`config.mk`:
```
export PLATFORM = sky130hd
export DESIGN_NAME = mult_sequencer
export DESIGN_NICKNAME = d
export VERILOG_FILES = /design/src/rtl/mult_pkg.sv /design/src/rtl/mult_down_counter.sv /design/src/rtl/mult_sequencer.sv
export SDC_FILE = /design/constraint.sdc
export NUM_CORES = 1
export LEC_CHECK = 0
export CAP_MARGIN = 20
export CORE_AREA = 2 2 39 41
export CTS_CLUSTER_SIZE = 12
export DETAILED_ROUTE_END_ITERATION = 7
export DIE_AREA = 0 0 41 43
export GPL_TIMING_DRIVEN = 0
export MAX_ROUTING_LAYER = met4
export PLACE_DENSITY = 0.62
export SYNTH_ARGS = -nofsm -noshare
export SYNTH_HDL_FRONTEND = slang
export SYNTH_HIERARCHICAL = 1
export SYNTH_SLANG_ARGS = --single-unit
```
`constraint.sdc`:
```
create_clock -name clock -period 2.2 [get_ports clock]
set_clock_uncertainty 0.2 [all_clocks]
set_input_delay 0.44 -clock clock [delete_from_list [all_inputs] [get_ports clock]]
set_output_delay 0.44 -clock clock [all_outputs]
set_load 0.03 [all_outputs]
```
`src/rtl/mult_pkg.sv`:
```
// Shared types for the multiplier sequencer: FSM states, operating mode
// and the per-cycle datapath operation, plus the Q0/Qm1 decode helper.
package mult_pkg;

  typedef enum logic [1:0] {
    IDLE = 2'd0,
    LOAD = 2'd1,
    RUN  = 2'd2,
    DONE = 2'd3
  } seq_state_t;

  typedef enum logic {
    UNSIGNED = 1'b0,
    BOOTH    = 1'b1
  } mult_mode_t;

  typedef enum logic [1:0] {
    OP_SHIFT = 2'd0,
    OP_ADD   = 2'd1,
    OP_SUB   = 2'd2
  } run_op_t;

  // Unsigned add-shift looks only at Q0; Booth radix-2 looks at the pair
  // {Q0,Qm1}: 10 starts a run of ones (subtract), 01 ends one (add).
  function automatic run_op_t decode_op(input mult_mode_t m, input logic q0, input logic qm1);
    run_op_t op;
    if (m == UNSIGNED) begin
      op = q0 ? OP_ADD : OP_SHIFT;
    end else begin
      case ({q0, qm1})
        2'b10:   op = OP_SUB;
        2'b01:   op = OP_ADD;
        default: op = OP_SHIFT;
      endcase
    end
    return op;
  endfunction

endpackage

```
`src/rtl/mult_down_counter.sv`:
```
// Loadable down-counter holding the remaining RUN iterations.
module mult_down_counter
  import mult_pkg::*;
#(
  parameter int CW = 3
) (
  input  logic          clock,
  input  logic          reset,
  input  logic          load,
  input  logic          dec,
  input  logic [CW-1:0] load_value,
  output logic [CW-1:0] value
);

  // Load has priority over decrement; reset clears to zero.
  always_ff @(posedge clock or posedge reset) begin
    if (reset) begin
      value <= '0;
    end else if (load) begin
      value <= load_value;
    end else if (dec) begin
      value <= value - CW'(1);
    end else begin
      value <= value;
    end
  end

endmodule

```
`src/rtl/mult_sequencer.sv`:
```
// Control sequencer for a shift-add / Booth radix-2 multiplier datapath.
// Optional feature: define MULT_SEQ_EARLY_EXIT_EN to let RUN finish early
// with a single align step once the remaining multiplier bits are zero.
module mult_sequencer
  import mult_pkg::*;
#(
  parameter int N = 4
) (
  input  logic                       clock,
  input  logic                       reset,
  input  logic                       start,
  input  logic                       abort,
  input  logic                       mode,
  input  logic                       Q0,
  input  logic                       Qm1,
  input  logic                       q_zero,
  output logic                       load,
  output logic                       add_shift,
  output logic                       sub_shift,
  output logic                       shift,
  output logic                       align,
  output logic                       ready,
  output logic                       done,
  output logic [$clog2(N+1)-1:0]     count
);

  localparam int CW = $clog2(N+1);
  localparam logic [CW-1:0] N_CNT = CW'(N);

  seq_state_t       state_r;
  seq_state_t       state_s;
  mult_mode_t       mode_r;
  logic             cnt_dec_s;
  logic             early_exit_s;
  logic [CW-1:0]    cnt_value_s;
  run_op_t          op_s;

  // Iteration counter: loaded with N while in LOAD, counts down in RUN.
  mult_down_counter #(.CW(CW)) u_counter (
    .clock      (clock),
    .reset      (reset),
    .load       (state_r == LOAD),
    .dec        (cnt_dec_s),
    .load_value (N_CNT),
    .value      (cnt_value_s)
  );

  assign count = cnt_value_s;
  assign op_s  = decode_op(mode_r, Q0, Qm1);

`ifdef MULT_SEQ_EARLY_EXIT_EN
  // Booth with Qm1=1 still owes a final add, so it cannot skip ahead.
  assign early_exit_s = q_zero && (cnt_value_s > CW'(1)) &&
                        !((mode_r == BOOTH) && Qm1);
`else
  assign early_exit_s = q_zero & 1'b0;
`endif

  // State register.
  always_ff @(posedge clock or posedge reset) begin
    if (reset) begin
      state_r <= IDLE;
    end else begin
      state_r <= state_s;
    end
  end

  // Mode is captured only when a start is accepted in IDLE.
  always_ff @(posedge clock or posedge reset) begin
    if (reset) begin
      mode_r <= UNSIGNED;
    end else if ((state_r == IDLE) && start) begin
      mode_r <= mult_mode_t'(mode);
    end else begin
      mode_r <= mode_r;
    end
  end

  // Next-state and output decode; abort wins over any RUN operation.
  always_comb begin
    state_s   = state_r;
    load      = 1'b0;
    ready     = 1'b0;
    done      = 1'b0;
    add_shift = 1'b0;
    sub_shift = 1'b0;
    shift     = 1'b0;
    align     = 1'b0;
    cnt_dec_s = 1'b0;
    case (state_r)
      IDLE: begin
        ready = 1'b1;
        if (start) begin
          state_s = LOAD;
        end else begin
          state_s = IDLE;
        end
      end
      LOAD: begin
        load = 1'b1;
        if (abort) begin
          state_s = IDLE;
        end else begin
          state_s = RUN;
        end
      end
      RUN: begin
        if (abort) begin
          state_s = IDLE;
        end else begin
          cnt_dec_s = 1'b1;
          if (early_exit_s) begin
            align   = 1'b1;
            state_s = DONE;
          end else begin
            case (op_s)
              OP_ADD:  add_shift = 1'b1;
              OP_SUB:  sub_shift = 1'b1;
              default: shift     = 1'b1;
            endcase
            if (cnt_value_s == CW'(1)) begin
              state_s = DONE;
            end else begin
              state_s = RUN;
            end
          end
        end
      end
      DONE: begin
        done    = 1'b1;
        state_s = IDLE;
      end
      default: begin
        state_s = IDLE;
      end
    endcase
  end

endmodule

```
=== Yosys cells after proc, flatten, opt, wreduce, memory -nomap -nowiden ===
Cells that the tools add are included.

* Register bits: 6
* Output and inout bits: 10
* Input port bits: 8

* $add $sub $neg: 1
* Equality and inequality tests: 8
* Muxes and demuxes: 24
* Reduce and logical (&&, ||, !) cells: 4

{| class="wikitable"
|+ Operators by type and width
! cell !! count
|-
| 1-bit two-way mux || 17
|-
| 2-bit == test, second input constant || 4
|-
| 2-bit one-hot mux with 4 select lines || 1
|-
| 2-bit by 1-bit == test with 1-bit output, second input constant || 3
|-
| 2-bit two-way mux || 3
|-
| 3-bit two-way mux || 2
|-
| 2-bit one-hot mux with 2 select lines || 1
|-
| 3-bit by 1-bit == test with 1-bit output, second input constant || 1
|-
| 3-bit by 1-bit subtractor with 3-bit output, second input constant || 1
|-
| 2-bit zero test || 1
|-
| 2-bit nonzero test || 1
|-
| 2-bit OR reduction || 1
|-
| 1-bit logical AND || 1
|}

=== Depth between registers and ports, before layout ===
Gate-level depths: netlist (run 1).

* Word-level depth: 8
* Mapped depth: 4
* Gate-level depth less buffers: 4

=== By module ===
Netlist (run 1), hierarchy kept.

{| class="wikitable"
|+ Modules (own cells, without submodules)
! module !! area each (sq um) !! instances !! cells an instance
|-
| mult_sequencer || 269.0 || 1 || 27
|-
| mult_down_counter || 167.7 || 1 || 18
|}

=== Worst setup path before layout (run 1) ===
No wires, ideal clock.

* Path kind: input -> output
* Start: input port Q0
* End: output port shift
* Required time: 1560 ps
* Stages: 3
* Data arrival time: 1247 ps
* Setup slack: 313 ps
* Cells stage by stage: mux2_2 > ha_1 > and2_2

* Word-level cells in the longest chain between the ends: 8
* Elaborated cells between the ends (all ways): 11

{| class="wikitable"
|+ RTL lines
! element !! line !! text
|-
| from (decl) || mult_sequencer.sv:14 || <nowiki>input logic Q0,</nowiki>
|-
| 2-bit by 1-bit == test with 1-bit output or 2-bit == test (tied branches) || mult_pkg.sv:30 || <nowiki>case ({q0, qm1})</nowiki>
|-
| 2-bit one-hot mux with 2 select lines || mult_pkg.sv:30 ||
|-
| 2-bit two-way mux (*) || mult_pkg.sv:27 || <nowiki>if (m == UNSIGNED) begin</nowiki>
|-
| 2-bit == test or 2-bit by 1-bit == test with 1-bit output (tied branches) || mult_sequencer.sv:116 || <nowiki>case (op_s)</nowiki>
|-
| 2-bit OR reduction (no line) (*) || -- ||
|-
| 1-bit two-way mux (*) || mult_sequencer.sv:116 ||
|-
| 1-bit two-way mux (*) || mult_sequencer.sv:108 || <nowiki>if (abort) begin</nowiki>
|-
| 1-bit two-way mux (*) || mult_sequencer.sv:90 || <nowiki>case (state_r)</nowiki>
|-
| to (decl) || mult_sequencer.sv:20 || <nowiki>output logic shift,</nowiki>
|}

Mark *: on every way between the ends. The rest lies on a longest branch, timed or not.

=== Worst setup path after layout (run 1) ===
* Start: register mode_r
* End: output port shift

* Word-level cells in the longest chain between the ends: 6
* Elaborated cells between the ends (all ways): 7

{| class="wikitable"
|+ RTL lines
! element !! line !! text
|-
| from (decl) || mult_sequencer.sv:32 || <nowiki>mult_mode_t mode_r;</nowiki>
|-
| from (signal assigned) || mult_sequencer.sv:73 || <nowiki>mode_r <= mult_mode_t'(mode);</nowiki>
|-
| from (signal assigned) || mult_sequencer.sv:75 || <nowiki>mode_r <= mode_r;</nowiki>
|-
| 2-bit two-way mux (*) || mult_pkg.sv:27 ||
|-
| 2-bit == test or 2-bit by 1-bit == test with 1-bit output (tied branches) || mult_sequencer.sv:116 ||
|-
| 2-bit OR reduction (no line) (*) || -- ||
|-
| 1-bit two-way mux (*) || mult_sequencer.sv:116 ||
|-
| 1-bit two-way mux (*) || mult_sequencer.sv:108 ||
|-
| 1-bit two-way mux (*) || mult_sequencer.sv:90 ||
|}

Marked as above.

==> qor.yml, run 1 <==
power_and_ir_drop:
  power_density_nw_per_um2: 1110
  total_power_mw: 0.752
  max-vdd-ir-drop_mv: 0.790
  p_leak_nw: 0.340
synth:
  synth_top_area_cell: "dfrtp_1"
  synth-edff-count: 0
  synth_ff_type: "dfrtp_1"
  netlist-cell-type-count: 23
  synth.avg_cell_area_um2: 9.70
  yosysWarnings: 6
  synth_area_leaders: "dfrtp_1, ha_1, and2_2, inv_1, nor3b_4"
  syn_inst: 45
  ys_ff_latch: 6
  async_reset_ff_share_pct: 100
  ys_seq_area_share_pct: 34.4
  synth_top_area_share_pct: 34.4
  syn-cell-area_um2: 437
clocking:
  path_clk_slew_ps: 40
  clock_latency_ps: 240
  ctsRootBufferMaster: "clkbuf_4"
  cts_sinks: 6
  cts_max_level: 1
  cts_max_path_buffers: 2
  cts_tree: "built"
  cts_buffers: 3
layout:
  fillerInstances: 153
  syn_to_final_growth_pct: 54.7
  finalCoreUtilization_pct: 48.8
  nets: 81
  multi_input_area_um2: 285
  drive_gt1_share_pct: 29.4
  final_cell_mix: "clkdlybuf4s50_1, dfrtp_1, inv_1"
  seq_area_um2: 150
  num_antenna_cells: 0
route:
  drc: 0
  first_iter_violations: 1
  antenna_left: 0
  drtPass1Iterations: 2
  vias_per_cell: 4.26
  num_vias: 358
  routed_wl_um: 886
  wl_per_cell_um: 10.5
timing:
  max_freq_mhz: 465
  rsz0062_at_grt: "yes"
  setup_violations: 0
  min_period_over_period_pct: 97.8
  drv_slew: 0
  final.min_clock_period_ps: 2150
  finalHoldViolCount: 0
worst_setup_path:
  worstPathArrival_ps: 1510
  path_class: "reg2out"
  r2r_slack_ps: 610
  crit_chain: "nand2_1 -> mux2_4 -> ha_4 -> and2_4 -> buf_6"
  required_ps: 1560
  cp-start-kind: "flop"
  rr_worst_depth: 5
  critPathCaptureType: "output port"
  critPathSlowestCell: "dfrtp_1"
  path_max_fanout: 5
  crit_path_max_incr_delay_ps: 400
placed_design:
  hpwl_um: 653
  place.port_buffers: 15
  gp_routability_congestion: 0.664
grt:
  grt_pass1_wl_um: 1570
  grt.total_usage_pct: 13.7
  grt_overflow: 0
  antenna_found_initial: 0
  first_global_vias: 372
  grt_start_max_net_pins: 9
die:
  die_w_um: 41
  die_area_um2: 1760
  start_util_pct: 31.6
  ios: 18
  rows: 14
  die_y_um: 43
  core-area_um2: 1380
status:
  status: "finished, final reports clean"
job:
  cap_violations: 0
hold_path:
  min_path_type: "in2async"
## cell families after synthesis
group / after synthesis / synth area share, %
other: 2 / 1.72
multiplexers: 3 / 8.31
AO/OA/AOI/OAI: 4 / 7.16
XOR/XNOR: 2 / 4.01
AND/OR/NAND/NOR: 19 / 29.8
adder cells (fa/ha/maj): 3 / 8.60
flip-flops: 6 / 34.4
buffers and inverters: 6 / 6.02
## report_power, final
| part | internal (mW) | switching (mW) | leakage, nW |
|---|---|---|---|
| clock network | 0.0616 | 0.0384 | 0.0138 |
| logic | 0.212 | 0.215 | 0.252 |
| registers | 0.159 | 0.0666 | 0.0742 |
## registers in the layout, indices dropped and copies added, names as in the netlist
name and count:
mode_r 1, u_counter/value 3, state_r 2
## path summary, 6_finish.rpt
kind | from | to
min in group clock | abort | state_r[1]
setup reg to reg | state_r[0] | u_counter/value[2]
hold / removal | reset | mode_r
max in group asynchronous | reset | u_counter/value[0]
setup / recovery | mode_r | shift
hold reg to reg | mode_r | mode_r
## layout make-up
cell class	count	share of cell area, %
Tap cell	16	2.96
Buffer	1	1.11
Sequential cell	6	22.2
Clock buffer	3	3.33
Inverter	5	2.78
Timing Repair Buffer	18	25.4
Multi-Input combinational cell	35	42.2
## critical path: cells and delay by family (launching register included)
kind	cells	cell delay [ps]
adder cells (fa/ha/maj)	1	250
buffers and inverters	1	120
flip-flops	1	400
multiplexers	1	290
AND/OR/NAND/NOR	2	210
## synthesized netlist by cell type (all sizes together) (2+ instances only)
| library cell | number |
|---|---|
| and2 | 5 |
| conb | 2 |
| dfrtp | 6 |
| ha | 3 |
| inv | 5 |
| mux2 | 2 |
| nand2 | 4 |
| nor2 | 4 |
| nor3b | 2 |
| xnor2 | 2 |
## per-layer routing
metal	share of wire, %	up-vias	global-route usage, %
li1	-	187	-
met1	45	157	16.5
met2	44	14	19.7
met3	11	0	6.81
met4	0	0	4.00
met5	0	-	-
## through the flow
stage	area, um2	hold WS [ps]	TNS [ps]	worst slack, ps	cells
6_report	676	200	0	48.0	84
5_1_grt	676	208	-23.7	-23.7	84
4_1_cts	661	207	-34.2	-34.2	84
3_5_place_dp	614	371	-2140	-800	78
3_3_place_gp	614	370	-2120	-800	78
2_1_floorplan	444	-6.36	0	313	47
## timing repair
item / CTS / global route
setup endpoints to repair: 5 / 4
setup buffers: 3 / 0
endpoints found under the hold margin: 0 / 0
gates cloned: 0 / 0
resized for setup: 23 / 5
hold buffers: 0 / 0
pin swaps: 1 / 1
Power figures use the tool's default switching activity.
==> inputs of run 2 (changes only) <==
--- a/config.mk
+++ b/config.mk
@@ -10,6 +10,7 @@
 export CTS_CLUSTER_SIZE = 12
 export DETAILED_ROUTE_END_ITERATION = 7
 export DIE_AREA = 0 0 41 43
+export GPL_ROUTABILITY_DRIVEN = 0
 export GPL_TIMING_DRIVEN = 0
 export MAX_ROUTING_LAYER = met4
 export PLACE_DENSITY = 0.62
==> results of run 2 <==
Final layout, timing and power as in run 1 (identical DEF).
